===== src/rtl/edge_event_arbiter.sv =====
// rtl/edge_event_arbiter.sv - per-channel edge capture serialised onto one valid/ready event port
// Round-robin arbitration over pending edges, one event per cycle when the consumer keeps up.
module edge_event_arbiter #(
   parameter int NCH  = 4,
   parameter int CH_W = 2
) (
   input  logic            clk,
   input  logic            reset_n,
   input  logic [NCH-1:0]  level,
   input  logic [NCH-1:0]  ch_en,
   input  logic            evt_ready,
   output logic            evt_valid,
   output logic [CH_W-1:0] evt_ch,
   output logic            evt_rise,
   input  logic            ovf_clr,
   output logic [NCH-1:0]  overflow
);

   typedef enum logic {IDLE, PRESENT} state_t;

   state_t          state;
   logic [NCH-1:0]  prev;
   logic [NCH-1:0]  pend;
   logic [NCH-1:0]  pend_rise;
   logic [NCH-1:0]  rise;
   logic [NCH-1:0]  fall;
   logic [NCH-1:0]  req;
   logic [NCH-1:0]  grant_oh;
   logic [NCH-1:0]  set_ovf;
   logic [CH_W-1:0] last_grant;
   logic [CH_W-1:0] grant_idx;
   logic            any_req;
   logic            load;
   logic            found;
   int              idx;

   assign rise    = level & ~prev;
   assign fall    = ~level & prev;
   // Disabled channels never win, so a flush cannot race a grant.
   assign req     = pend & ch_en;
   assign any_req = |req;
   assign load    = any_req && ((state == IDLE) || evt_ready);

   always_comb begin
      grant_idx = '0;
      found     = 1'b0;
      idx       = 0;
      for (int off = 1; off <= NCH; off++) begin
         idx = int'(last_grant) + off;
         if (idx >= NCH) idx = idx - NCH;
         if (!found && req[idx]) begin
            found     = 1'b1;
            grant_idx = CH_W'(idx);
         end
      end
   end

   assign grant_oh = load ? (NCH'(1) << grant_idx) : '0;
   // A held pending slot keeps the oldest edge; a newer one is only recorded as lost.
   assign set_ovf  = ch_en & (rise | fall) & pend & ~grant_oh;

   always_ff @(posedge clk or negedge reset_n) begin
      if (!reset_n) begin
         state      <= IDLE;
         prev       <= '0;
         pend       <= '0;
         pend_rise  <= '0;
         overflow   <= '0;
         evt_valid  <= 1'b0;
         evt_ch     <= '0;
         evt_rise   <= 1'b0;
         last_grant <= CH_W'(NCH - 1);
      end else begin
         prev     <= level;
         overflow <= (ovf_clr ? '0 : overflow) | set_ovf;

         for (int i = 0; i < NCH; i++) begin
            if (!ch_en[i]) begin
               pend[i] <= 1'b0;
            end else if (rise[i] || fall[i]) begin
               if (!pend[i] || grant_oh[i]) begin
                  pend[i]      <= 1'b1;
                  pend_rise[i] <= rise[i];
               end
            end else if (grant_oh[i]) begin
               pend[i] <= 1'b0;
            end
         end

         case (state)
            IDLE: begin
               if (load) begin
                  state      <= PRESENT;
                  evt_valid  <= 1'b1;
                  evt_ch     <= grant_idx;
                  evt_rise   <= pend_rise[grant_idx];
                  last_grant <= grant_idx;
               end
            end
            PRESENT: begin
               if (evt_ready) begin
                  if (load) begin
                     evt_ch     <= grant_idx;
                     evt_rise   <= pend_rise[grant_idx];
                     last_grant <= grant_idx;
                  end else begin
                     state     <= IDLE;
                     evt_valid <= 1'b0;
                  end
               end
            end
            default: begin
               state     <= IDLE;
               evt_valid <= 1'b0;
            end
         endcase
      end
   end

endmodule

===== config.mk =====
export PLATFORM = sky130hd
export DESIGN_NAME = edge_event_arbiter
export DESIGN_NICKNAME = d
export VERILOG_FILES = /design/src/rtl/edge_event_arbiter.sv
export SDC_FILE = /design/constraint.sdc
export NUM_CORES = 1
export LEC_CHECK = 0
export CAP_MARGIN = 20
export CELL_PAD_IN_SITES_DETAIL_PLACEMENT = 0
export CELL_PAD_IN_SITES_GLOBAL_PLACEMENT = 2
export CORE_ASPECT_RATIO = 0.8
export CORE_MARGIN = 2
export CORE_UTILIZATION = 32
export DETAILED_ROUTE_END_ITERATION = 7
export PLACE_DENSITY = 0.82
export SKIP_LAST_GASP = 1
export SLEW_MARGIN = 10
export SYNTH_ARGS = -nofsm -noshare
export SYNTH_HDL_FRONTEND = slang
export SYNTH_SLANG_ARGS = --single-unit

===== constraint.sdc =====
create_clock -name clk -period 2 [get_ports clk]
set_clock_uncertainty 0.05 [all_clocks]
set_input_delay 0.3 -clock clk [delete_from_list [all_inputs] [get_ports clk]]
set_output_delay 0.3 -clock clk [all_outputs]
set_load 0.01 [all_outputs]

**Word-level counts from Yosys, hierarchy flattened**

Index checks and enable logic that the tools add are counted.

- Register bits after elaboration: 23
- Input bits: 12
- Output and inout port bits: 8
- Word-level logic and storage cells: 145

- Add/subtract/negate cells: 8
- $lt $le $gt $ge: 9
- Eq/ne operators: 11
- Shifts and indexed selects: 1
- Multiplexer cells: 59
- Bitwise logic cells: 12
- Reduce and logical (&&, ||, !) cells: 30

Operator list:

| cell | count |
|---|---|
| 32-bit by 4-bit less-than comparator with 1-bit output, second input constant | 4 |
| 32-bit two-way mux | 4 |
| 1-bit two-way mux | 35 |
| 4-bit AND | 6 |
| 2-bit two-way mux | 8 |
| 3-bit AND reduction | 5 |
| 3-bit by 1-bit != test with 1-bit output, second input constant | 4 |
| 3-bit by 2-bit != test with 1-bit output, second input constant | 4 |
| 4-bit inverter | 3 |
| 3-bit by 3-bit subtractor with 4-bit output, second input constant | 3 |
| 1-bit binary-select mux with 2-bit select | 5 |
| 3-bit greater-or-equal comparator, second input constant | 3 |
| 1-bit logical OR | 9 |
| 4-bit two-way mux | 2 |
| 4-bit OR | 2 |
| 2-bit one-hot mux with 2 select lines | 2 |
| 2-bit AND reduction | 4 |
| 1-bit logical NOT | 7 |
| 2-bit by 2-bit adder with 3-bit output, second input constant | 2 |
| 2-bit != test, second input constant | 3 |
| 1-bit one-hot mux with 2 select lines | 3 |
| 4-bit by 3-bit subtractor with 5-bit output, second input constant | 1 |
| 2-bit by 3-bit adder with 4-bit output, second input constant | 1 |
| 4-bit by 3-bit greater-or-equal comparator with 1-bit output, second input constant | 1 |
| 6 further kinds | 9 |

**Longest topological paths before layout**

- Depth in word-level cells: 22
- Mapped depth: 6

**Worst setup path before layout**

OpenSTA, ideal clock, no wires.

- Path type: register to register
- From: register last_grant[1]
- To: register pend_rise[2]
- Data arrival time: 1.596 ns
- Slack: 0.268 ns
- Cell stages (with the launch flop): 7
- Cell sequence: dfstp_2 -> and3_1 -> o32ai_2 -> or3_1 -> buf_6 -> o21a_1 -> o211ai_1

- Word-level cells in the longest chain between the ends: 20

Ends and longest elaborated chain:

| item | RTL line | RTL |
|---|---|---|
| start, declared | 30 | `logic [CH_W-1:0] last_grant;` |
| start signal, assigned | 72 | `last_grant <= CH_W'(NCH - 1);` |
| start signal, assigned | 97 | `last_grant <= grant_idx;` |
| start signal, assigned | 105 | `last_grant <= grant_idx;` |
| 2-bit by 1-bit adder with 3-bit output | 49 | `idx = int'(last_grant) + off;` |
| 3-bit by 3-bit subtractor with 4-bit output or 3-bit greater-or-equal comparator (tied branches) | 50 | `if (idx >= NCH) idx = idx - NCH;` |
| 32-bit two-way mux | 50 |  |
| 1-bit binary-select mux with 2-bit select | 51 | `if (!found && req[idx]) begin` |
| 1-bit two-way mux (implied by the code) (2 in a row) | 51 |  |
| 1-bit two-way mux | 51 |  |
| 1-bit logical NOT | 51 |  |
| 1-bit logical AND | 51 |  |
| [... 3 more ...] | n/a |  |
| 1-bit two-way mux | 51 |  |
| 1-bit logical NOT | 51 |  |
| 1-bit logical AND | 51 |  |
| 2-bit two-way mux * | 51 |  |
| 1-bit by 2-bit left shift with 4-bit output * | 58 | `assign grant_oh = load ? (NCH'(1) << grant_idx) : '0;` |
| 4-bit two-way mux * | 58 |  |
| 1-bit logical OR * | 81 | `if (!pend[i] \|\| grant_oh[i]) begin` |
| 3-bit AND reduction (no line) * | n/a |  |
| end signal, assigned by index | 83 | `pend_rise[i] <= rise[i];` |
| end, declared | 24 | `logic [NCH-1:0] pend_rise;` |

Mark *: on every way between the ends. The rest lies on a longest branch, timed or not. The select of a mux whose other input is x is not followed.
A chain may end at the register's enable or synchronous reset.

**Worst setup path after layout**

- From: input port ch_en[1]
- To: register pend_rise[2]

- Word-level cells in the longest chain between the ends: 18

Ends and longest elaborated chain:

| item | RTL line | RTL |
|---|---|---|
| start, declared | 10 | `input logic [NCH-1:0] ch_en,` |
| 4-bit AND * | 40 | `assign req = pend & ch_en;` |
| 1-bit binary-select mux with 2-bit select | 51 |  |
| 1-bit two-way mux (implied by the code) (2 in a row) | 51 |  |
| 1-bit two-way mux | 51 |  |
| 1-bit logical NOT | 51 |  |
| 1-bit logical AND | 51 |  |
| 1-bit two-way mux | 51 |  |
| 1-bit logical NOT | 51 |  |
| 1-bit logical AND | 51 |  |
| 1-bit two-way mux | 51 |  |
| 1-bit logical NOT | 51 |  |
| 1-bit logical AND | 51 |  |
| 2-bit two-way mux | 51 |  |
| 1-bit by 2-bit left shift with 4-bit output | 58 |  |
| 4-bit two-way mux * | 58 |  |
| 1-bit logical OR * | 81 |  |
| 3-bit AND reduction (no line) * | n/a |  |

Marked as above.

==> impl_results.md <==
* Initial antenna violation count at 0
* Grt peak-use layer: met1
* Vias in the first global route at 941
* Outcome: finished, final reports clean
* Final ANT Viol Nets at 0
* WP data arrival at 2.00 ns
* Clock tree root driver cell: clkbuf_8
* Worst Hold Margin at 0.326 ns
* # port buffers at 19
* Setup CP Type: primary input to register
* Worst hold-check path type: primary input to async pin
* Ranking of synthesized cells by area: dfrtp_1 44%, nand2_1 5.4%, dfstp_2 4.4%, o211ai_1 4.4%, ha_1 4.2%
* Yosys cell types at 33
* # IOs at 20
* Synth Net Count at 135
* Global Route Usage Sum at 14.2%
* Core area at 0.00349 mm2
* Horiz. Die Dim at 72.1 um
* Final worst path period need at 1.87 ns
* Relative slew margins at 71.2%
* Cell total after placement at 188
* Power per cell area at 998 mW/mm2
* Syn_area_per_cell at 9.97 um2
* DIE HEIGHT at 58.5 um
* Final setup vio count at 0
* First-pass GRT wire length at 4470 um
* Synth-to-Final Area Change at 29.9%
* Worst skew pair latency at 0.27 ns
* WL final at 2670 um
* Max-slew violations at 0
* Htree depth at 1
* Pre-antenna DRT Iters at 4
* Avg WL per Cell at 13.9 um
* Final cycle utilization of the critical path at 93.3%
* Final WS setup at 0.134 ns
* CTS Buf Count at 3
* CP startpoint kind: primary input
* Synthesis Warnings at 0
* Most common cell after layout, fill and taps aside: dfrtp_1
* Synth top area share at 44.3%
* RSZ-0062 raised after global routing: yes
* Post-DP HPWL at 1960 um
* Fmax achieved at 536 MHz
* GR Overflow Total at 0
* Place WS at -0.218 ns
* Share of layout cells above drive strength 1 at 14.0%
* CP Data Required Time at 2.13 ns
* Layout Nets at 167
* P_leak at 0.671 nW
* Slew @ Worst Pin at 0.428 ns
* CP endpoint kind: register
* Post-Syn Instances at 119
* Yosys top cell by area: dfrtp_1
* Max Cap Viol at 0
* Reg-to-reg slack, setup at 0.15 ns
* Critical path peak fanout at 9
* Final Hold Viols at 0
* Post-Syn Area at 0.00119 mm2
* Clock transition at path regs at 0.08 ns
* Global placement routability congestion at 0.777
* R2r startpoint: last_grant[1]
* Ant. Diodes at 0
* DRT iter0 DRCs at 33
* Worst vdd ir at 522 uV
* DRC at 0
* Clk sinks at 23
* Final Non-Filler Cells at 192
* Pin count of the biggest net entering global routing at 24
* Initial Utilization at 33.9%
* FP Rows at 19
* Vias per cell at 5.10
* Worst Setup SP: ch_en[1]
* Sequential area share after synthesis at 48.7%
* Grt met3 use at 4.28%
* Max Root-Sink Buffers at 2
* Grt met1 use at 20.2%
* Synthesis-stage register bit count at 23
* Met2 Use GR at 19.8%
* CTS tree: done
* Most frequent cells in the layout: 21 x dfrtp_1, 19 x clkdlybuf4s50_1, 17 x nand2_1
* Via count at 980
* Die ar. at 0.00421 mm2
## state kept, by name, indices dropped and copies added, names as in the netlist
name        count
overflow        4
pend_rise       4
evt_rise        1
evt_ch          2
evt_valid       1
state           1
last_grant      2
pend            4
prev            4
## power by group
group	internal, mW	switching [mW]	leakage (nW)
registers	0.599	0.121	0.277
logic	0.277	0.248	0.368
clock network	0.139	0.153	0.0255
total	1.02	0.522	0.671
## through the flow
step	utilization (%)	power (mW)	setup TNS, ns	area [um2]
after CTS	43.8	1.55	0	1530
after detailed placement	42.5	1.25	-1.57	1490
after floorplan	-	0.998	0	1190
after global routing	44.1	1.66	-0.0354	1540
after global placement	42.5	1.24	-1.19	1490
final	44.1	1.54	0	1540
## critical path, stage by stage
cell	delay [ns]
clkdlybuf4s50_1	0.51
a22oi_4	0.25
o32ai_2	0.13
or3_4	0.44
o21a_1	0.19
o211ai_1	0.18
## timing repair
action,in CTS,in global routing
buffers inserted,0,0
hold buffers,0,0
endpoints found under the setup margin,0,3
gates resized for setup,0,2
## kinds of logic after synthesis
family	count (synthesis)	share of synthesized area, %
AND/OR/NAND/NOR	42	18.2
AO/OA/AOI/OAI	37	23.0
flip-flops	23	48.7
buffers and inverters	11	4.11
adder cells (fa/ha/maj)	4	4.22
multiplexers	2	1.69
## layout make-up
type	instances	area, um2
multi-input combinational	85	568
fill	336	1950
sequential	23	578
tap	42	52.6
inverter	10	37.5
clock buffer	3	41.3
clock inverter	1	5.00
timing repair buffer	28	258
## final timing paths
kind / endpoint / depth (start not counted)
setup / recovery: pend_rise[2] / 6
hold / removal: pend_rise[3] / 2
setup reg to reg: pend_rise[2] / 5
hold reg to reg: evt_valid / 1
max in group asynchronous: last_grant[1] / 2
min in group clk: evt_valid / 1
## per-layer routing
| metal | vias to the layer above | wire (um) |
|---|---|---|
| met5 | - | 0 |
| met4 | 0 | 48 |
| met3 | 5 | 147 |
| met2 | 21 | 1120 |
| met1 | 460 | 1360 |
| li1 | 494 | - |
## Yosys cell counts, drive strengths merged
cell    count
a21boi      1
a211o       1
a31oi       1
nor3        1
buf         1
mux2i       2
a21oi       4
ha          4
and3        1
nand2      17
nor3b       1
o211ai      7
and3b       1
nand3b      5
nand3       3
o32ai       3
o22ai       3
o21ai       9
nor2b       1
inv        10
a211oi      1
o21a        5
a22oi       1
nor2        5
and2        1
o221ai      1
dfstp       2
dfrtp      21
nor4b       1
nand2b      4
or3         1
(Power assumes the default switching activity.)
